--- config.mk ---
export PLATFORM = sky130hd
export DESIGN_NAME = parity_check_arbiter_flat
export DESIGN_NICKNAME = d
export VERILOG_FILES = /design/src/rtl/parity_check_arbiter_if.sv /design/src/rtl/parity_check_arbiter.sv /design/src/flat_wrapper.sv
export SDC_FILE = /design/constraint.sdc
export NUM_CORES = 1
export LEC_CHECK = 0
export ABC_AREA = 1
export CAP_MARGIN = 20
export CELL_PAD_IN_SITES_DETAIL_PLACEMENT = 2
export CELL_PAD_IN_SITES_GLOBAL_PLACEMENT = 2
export CORE_MARGIN = 3
export CORE_UTILIZATION = 25
export CTS_CLUSTER_DIAMETER = 200
export DETAILED_ROUTE_END_ITERATION = 16
export PLACE_DENSITY = 0.81
export SLEW_MARGIN = 20
export SYNTH_ARGS = -nofsm -noshare
export SYNTH_HDL_FRONTEND = slang
export SYNTH_SLANG_ARGS = --single-unit
--- constraint.sdc ---
create_clock -name clk -period 4.85 [get_ports clk]
set_input_delay 0.97 -clock clk [delete_from_list [all_inputs] [get_ports clk]]
set_output_delay 0.97 -clock clk [all_outputs]
set_load 0.03 [all_outputs]
--- src/rtl/parity_check_arbiter_if.sv ---
// Request/response bundle for the shared parity checker.
// The slave modport is the arbiter side; the master modport is the client side.
interface parity_check_arbiter_if #(
   parameter int NUM_REQ = 4,
   parameter int DATA_W  = 4
);
   localparam int ID_W = $clog2(NUM_REQ);

   logic [NUM_REQ-1:0]        req_valid;
   logic [NUM_REQ*DATA_W-1:0] req_data;
   logic [NUM_REQ-1:0]        req_ready;
   logic                      rsp_valid;
   logic                      rsp_ready;
   logic [ID_W-1:0]           rsp_id;
   logic [DATA_W-1:0]         rsp_data;
   logic                      rsp_even;

   modport master (
      output req_valid, req_data, rsp_ready,
      input  req_ready, rsp_valid, rsp_id, rsp_data, rsp_even
   );

   modport slave (
      input  req_valid, req_data, rsp_ready,
      output req_ready, rsp_valid, rsp_id, rsp_data, rsp_even
   );
endinterface

--- src/rtl/parity_check_arbiter.sv ---
// Round-robin arbiter in front of one even/odd classifier, one job in flight.
// Define PARITY_ARB_STATS_EN to add saturating even/odd response counters.
module parity_check_arbiter #(
   parameter int NUM_REQ = 4,
   parameter int DATA_W  = 4
`ifdef PARITY_ARB_STATS_EN
   , parameter int CNT_W = 8
`endif
) (
   input  logic clk,
   input  logic rst_n,
   parity_check_arbiter_if.slave bus,
   output logic busy
`ifdef PARITY_ARB_STATS_EN
   , output logic [CNT_W-1:0] even_count,
   output logic [CNT_W-1:0] odd_count
`endif
);
   localparam int ID_W = $clog2(NUM_REQ);

   localparam logic [1:0] IDLE  = 2'd0;
   localparam logic [1:0] CHECK = 2'd1;
   localparam logic [1:0] RESP  = 2'd2;

   logic [1:0]        state_q, state_d;
   logic [ID_W-1:0]   rr_ptr_q, rr_ptr_d;
   logic [ID_W-1:0]   win_q, win_d;
   logic [DATA_W-1:0] data_q, data_d;
   logic [ID_W-1:0]   rsp_id_q, rsp_id_d;
   logic [DATA_W-1:0] rsp_data_q, rsp_data_d;
   logic              rsp_even_q, rsp_even_d;

   logic [ID_W-1:0]   win_id;
   logic [ID_W-1:0]   cand;
   logic              found;
   int                idx;

   // First valid requester at or after rr_ptr, wrapping at NUM_REQ-1.
   always_comb begin
      win_id = '0;
      cand   = '0;
      found  = 1'b0;
      idx    = 0;
      for (int k = 0; k < NUM_REQ; k++) begin
         idx  = (int'(rr_ptr_q) + k) % NUM_REQ;
         cand = ID_W'(idx);
         if (!found && bus.req_valid[cand]) begin
            found  = 1'b1;
            win_id = cand;
         end
      end
   end

   always_comb begin
      state_d       = state_q;
      rr_ptr_d      = rr_ptr_q;
      win_d         = win_q;
      data_d        = data_q;
      rsp_id_d      = rsp_id_q;
      rsp_data_d    = rsp_data_q;
      rsp_even_d    = rsp_even_q;
      bus.req_ready = '0;
      unique case (1'b1)
         (state_q == IDLE): begin
            if (found && rst_n) begin
               bus.req_ready[win_id] = 1'b1;
               win_d   = win_id;
               data_d  = bus.req_data[win_id*DATA_W +: DATA_W];
               state_d = CHECK;
            end
         end
         (state_q == CHECK): begin
            rsp_id_d   = win_q;
            rsp_data_d = data_q;
            rsp_even_d = ~data_q[0];
            state_d    = RESP;
         end
         (state_q == RESP): begin
            if (bus.rsp_ready) begin
               state_d  = IDLE;
               rr_ptr_d = (win_q == ID_W'(NUM_REQ - 1)) ?
                          '0 : win_q + 1'b1;
            end
         end
         default: state_d = IDLE;
      endcase
   end

   always_ff @(posedge clk or negedge rst_n) begin
      if (!rst_n) begin
         state_q    <= IDLE;
         rr_ptr_q   <= '0;
         win_q      <= '0;
         data_q     <= '0;
         rsp_id_q   <= '0;
         rsp_data_q <= '0;
         rsp_even_q <= 1'b0;
      end else begin
         state_q    <= state_d;
         rr_ptr_q   <= rr_ptr_d;
         win_q      <= win_d;
         data_q     <= data_d;
         rsp_id_q   <= rsp_id_d;
         rsp_data_q <= rsp_data_d;
         rsp_even_q <= rsp_even_d;
      end
   end

   assign bus.rsp_valid = (state_q == RESP);
   assign bus.rsp_id    = rsp_id_q;
   assign bus.rsp_data  = rsp_data_q;
   assign bus.rsp_even  = rsp_even_q;
   assign busy          = (state_q != IDLE);

`ifdef PARITY_ARB_STATS_EN
   logic [CNT_W-1:0] even_cnt_q, even_cnt_d;
   logic [CNT_W-1:0] odd_cnt_q, odd_cnt_d;
   logic             rsp_hs;

   assign rsp_hs = bus.rsp_valid & bus.rsp_ready;

   // Counters stick at all-ones instead of wrapping.
   always_comb begin
      even_cnt_d = even_cnt_q;
      odd_cnt_d  = odd_cnt_q;
      if (rsp_hs && rsp_even_q && (even_cnt_q != '1))
         even_cnt_d = even_cnt_q + 1'b1;
      if (rsp_hs && !rsp_even_q && (odd_cnt_q != '1))
         odd_cnt_d = odd_cnt_q + 1'b1;
   end

   always_ff @(posedge clk or negedge rst_n) begin
      if (!rst_n) begin
         even_cnt_q <= '0;
         odd_cnt_q  <= '0;
      end else begin
         even_cnt_q <= even_cnt_d;
         odd_cnt_q  <= odd_cnt_d;
      end
   end

   assign even_count = even_cnt_q;
   assign odd_count  = odd_cnt_q;
`endif
endmodule

--- src/flat_wrapper.sv ---
// flat-port wrapper written by rule: the top's interface ports become plain ports
module parity_check_arbiter_flat 
#(
   parameter int NUM_REQ = 4,
   parameter int DATA_W  = 4

)
  (clk, rst_n, busy, bus_req_valid, bus_req_data, bus_rsp_ready, bus_req_ready, bus_rsp_valid, bus_rsp_id, bus_rsp_data, bus_rsp_even);
  parity_check_arbiter_if #(.NUM_REQ(NUM_REQ), .DATA_W(DATA_W)) bus_i ();
  input  logic clk;
  input  logic rst_n;
  output logic busy;
  input wire logic [$bits(bus_i.req_valid)-1:0] bus_req_valid;
  input wire logic [$bits(bus_i.req_data)-1:0] bus_req_data;
  input wire logic [$bits(bus_i.rsp_ready)-1:0] bus_rsp_ready;
  output wire logic [$bits(bus_i.req_ready)-1:0] bus_req_ready;
  output wire logic [$bits(bus_i.rsp_valid)-1:0] bus_rsp_valid;
  output wire logic [$bits(bus_i.rsp_id)-1:0] bus_rsp_id;
  output wire logic [$bits(bus_i.rsp_data)-1:0] bus_rsp_data;
  output wire logic [$bits(bus_i.rsp_even)-1:0] bus_rsp_even;
  assign bus_i.req_valid = bus_req_valid;
  assign bus_i.req_data = bus_req_data;
  assign bus_i.rsp_ready = bus_rsp_ready;
  assign bus_req_ready = bus_i.req_ready;
  assign bus_rsp_valid = bus_i.rsp_valid;
  assign bus_rsp_id = bus_i.rsp_id;
  assign bus_rsp_data = bus_i.rsp_data;
  assign bus_rsp_even = bus_i.rsp_even;
  parity_check_arbiter #(.NUM_REQ(NUM_REQ), .DATA_W(DATA_W)) u_core (.clk(clk), .rst_n(rst_n), .bus(bus_i), .busy(busy));
endmodule
==> results.yml <==
clock_network:
  cts_root_buf: "clkbuf_8"
  cts_tree: "done"
  htree_levels: 1
  clkLatencyLatePin_ns: 0.26
  path_clk_slew_ns: 0.07
  cts_hold_buf: 0
  ctsResizeCount: 0
  cts.sinks: 17
  cts_made_buffers: 3
  cts_setup_buffers: 0
  cts.path.max_buffers: 2
pwr:
  power_density_nw_per_um2: 705
  power_mw: 1.11
  internal_power_uw: 511
  leakage_nw: 0.844
  power_switching_uw: 598
  clkPwrFrac_pct: 10.0
  swShare_pct: 53.9
  irDropWorstVdd_uv: 184
  seqPwrFrac_pct: 23.6
  combinationalPowerShare_pct: 66.5
finish:
  fin_nets: 236
  final_common_cell: "nand2_1"
  post-route-util_pct: 37.7
  n_antenna_cell: 0
  fillers: 515
  mostFrequentLayoutCells: "nand2_1, clkdlybuf4s50_1, inv_1"
  drive_gt1_share_pct: 9.95
  syn_to_final_growth_pct: 39.3
  final_area_sq_um: 1570
synth:
  synth.distinct_cells: 21
  synth-seq-area-share_pct: 37.7
  synth_cells: 173
  synth_area_per_cell_sq_um: 6.53
  synth-seq-cells: 17
  syn-num-nets: 197
  syn_area_sq_um: 1130
  yosys_warnings: 0
critical_path:
  crit_family: "buffers and inverters"
  max_stage_delay_ns: 0.68
  critPathSlowestCell: "clkdlybuf4s50_1"
  cp_num_cells: 12
  crit_chain: "clkdlybuf4s50_1, inv_1, nand2_1, nand3_1, nand2_1, nor2_2, nand3_2, nand3_2, inv_1, nand2_1, nor2_1, clkdlybuf4s50_1"
  crit_type: "in -> out"
  cp.required_ns: 3.88
  critPathMostFrequentCell: "nand2_1"
  crit_path_end_kind: "output port"
  worst-path-buf-inv: 4
  ff2ff_path_depth: 12
  critPathLaunchType: "primary input"
  critPathArrivalTime_ns: 3.45
  crit_fanout: 12
timing:
  slew_violations: 0
  post-route-period-util_pct: 91.0
  setup_viol: 0
  tightest_slew_ns: 0.437
  min_period_ns: 4.42
  clock.fmax_mhz: 226
  slew_headroom_pct: 70.9
  grt_setup_unrepaired: "no"
  fin_skew_ns: 0.00417
  setup_tns_ns: 0
  hold_viol_final: 0
drt:
  via_per_inst: 4.66
  vias: 1216
  ant_nets: 0
  wl_per_cell_um: 14.7
  wirelength_um: 3840
  drtIter0Drc: 26
  first_pass_iters: 4
  drc_errors: 0
grt:
  antenna_found_initial: 0
  grt_pass1_wl_um: 6530
  grt_pass1_vias: 1387
  grt_use_total_pct: 15.8
  grt_overflow: 0
  grt_max_degree: 18
floorplan:
  core-area_sq_um: 4170
  rows: 23
  die_h_um: 73.2
  ios: 36
  dieArea_sq_um: 5360
  start_util_pct: 27.1
  die_w_um: 73.2
run_status:
  status: "finished, final reports clean"
placement:
  port-buffer-count: 35
  gp_congestion: 0.785
  dpl_cell_area_sq_um: 1530
  dp_hpwl_um: 3180
hold_path:
  holdPathStages: 2
  hold_path.class: "reg -> reg"
job:
  cap_viol_max_count: 0
==> cells in the mapped netlist <==
| cell type | count | area, sq um |
|---|---|---|
| nor2_2 | 2 | 12.5 |
| inv_1 | 24 | 90.1 |
| ha_1 | 1 | 12.5 |
| or2_0 | 1 | 6.26 |
| nor3_1 | 2 | 10.0 |
| nand4_1 | 3 | 18.8 |
| a21oi_1 | 3 | 15.0 |
| nand2_2 | 6 | 37.5 |
| o31ai_1 | 1 | 7.51 |
| buf_6 | 2 | 22.5 |
| or2_2 | 1 | 6.26 |
| nand2_4 | 1 | 11.3 |
| nand3_2 | 3 | 30.0 |
| o21ai_1 | 1 | 5.00 |
| o21a_1 | 1 | 7.51 |
| inv_2 | 3 | 11.3 |
| nor2_1 | 7 | 26.3 |
| o21ai_0 | 4 | 20.0 |
| dfrtp_1 | 17 | 425 |
| nand2_1 | 77 | 289 |
| nand3_1 | 13 | 65.1 |
==> cell type report <==
cell class | instances | area (sq um) | area share, %
Multi-Input combinational cell | 127 | 581 | 36.9
Sequential cell | 17 | 425 | 27.0
Timing Repair Buffer | 36 | 358 | 22.7
Inverter | 27 | 101 | 6.44
Tap cell | 50 | 62.6 | 3.97
Clock buffer | 3 | 41.3 | 2.62
Clock inverter | 1 | 5.00 | 0.318
==> per-stage QoR <==
step	setup WS, ns	cells	hold slack [ns]
finish	0.435	261	0.485
global placement	0.560	257	0.463
CTS	0.414	261	0.491
global route	0.208	261	0.509
detailed placement	0.420	257	0.472
floorplan	1.46	173	0.442
==> registers in the layout, indices dropped and copies added (netlist names) <==
signal	count
u_core.bus.rsp_data	4
u_core.data_q	4
u_core.bus.rsp_id	2
u_core.rr_ptr_q	2
u_core.state_q	2
u_core.win_q	2
u_core.bus.rsp_even	1
==> layer usage <==
metal,global-route usage [%],vias to the layer above,wire length (um)
met5,0,-,0
met4,5.74,0,67
met3,1.24,5,109
met2,28.8,28,2000
met1,19.2,582,1660
li1,-,601,-
==> worst paths after layout <==
path	from	to	slack (ns)
min in group asynchronous	rst_n	u_core.bus.rsp_data[1]	1.12
hold / removal	u_core.bus.rsp_data[2]	u_core.bus.rsp_data[2]	0.49
setup / recovery	bus_req_valid[2]	bus_req_ready[1]	0.43
max in group asynchronous	rst_n	u_core.state_q[1]	3.54
hold reg to reg	u_core.bus.rsp_data[2]	u_core.bus.rsp_data[2]	0.49
setup reg to reg	u_core.rr_ptr_q[0]	u_core.data_q[1]	2.54
==> cells by family (layout without fill, tap and decap cells) <==
logic type / count (synthesis) / after routing / share of synthesized area [%]
compound gates: 10 / 10 / 4.87
fa+ha+maj: 1 / 1 / 1.11
buf+inv: 29 / 67 / 11.0
flops: 17 / 17 / 37.7
simple gates: 116 / 116 / 45.4
==> worst reg2reg max path: cells and delay by family, from the launching register on <==
| family | cells | cell delay [ns] |
|---|---|---|
| flip-flops | 1 | 0.61 |
| buffers and inverters | 1 | 0.19 |
| AND/OR/NAND/NOR | 11 | 1.41 |
==> power groups by stage <==
stage | logic, mW | clock network [mW] | registers [mW]
floorplan | 0.480 | 0 | 0.292
global placement | 0.697 | 0 | 0.260
detailed placement | 0.741 | 0 | 0.265
CTS | 0.751 | 0.113 | 0.263
global route | 0.835 | 0.118 | 0.273
finish | 0.737 | 0.111 | 0.261
Power figures use the tool's default switching activity.
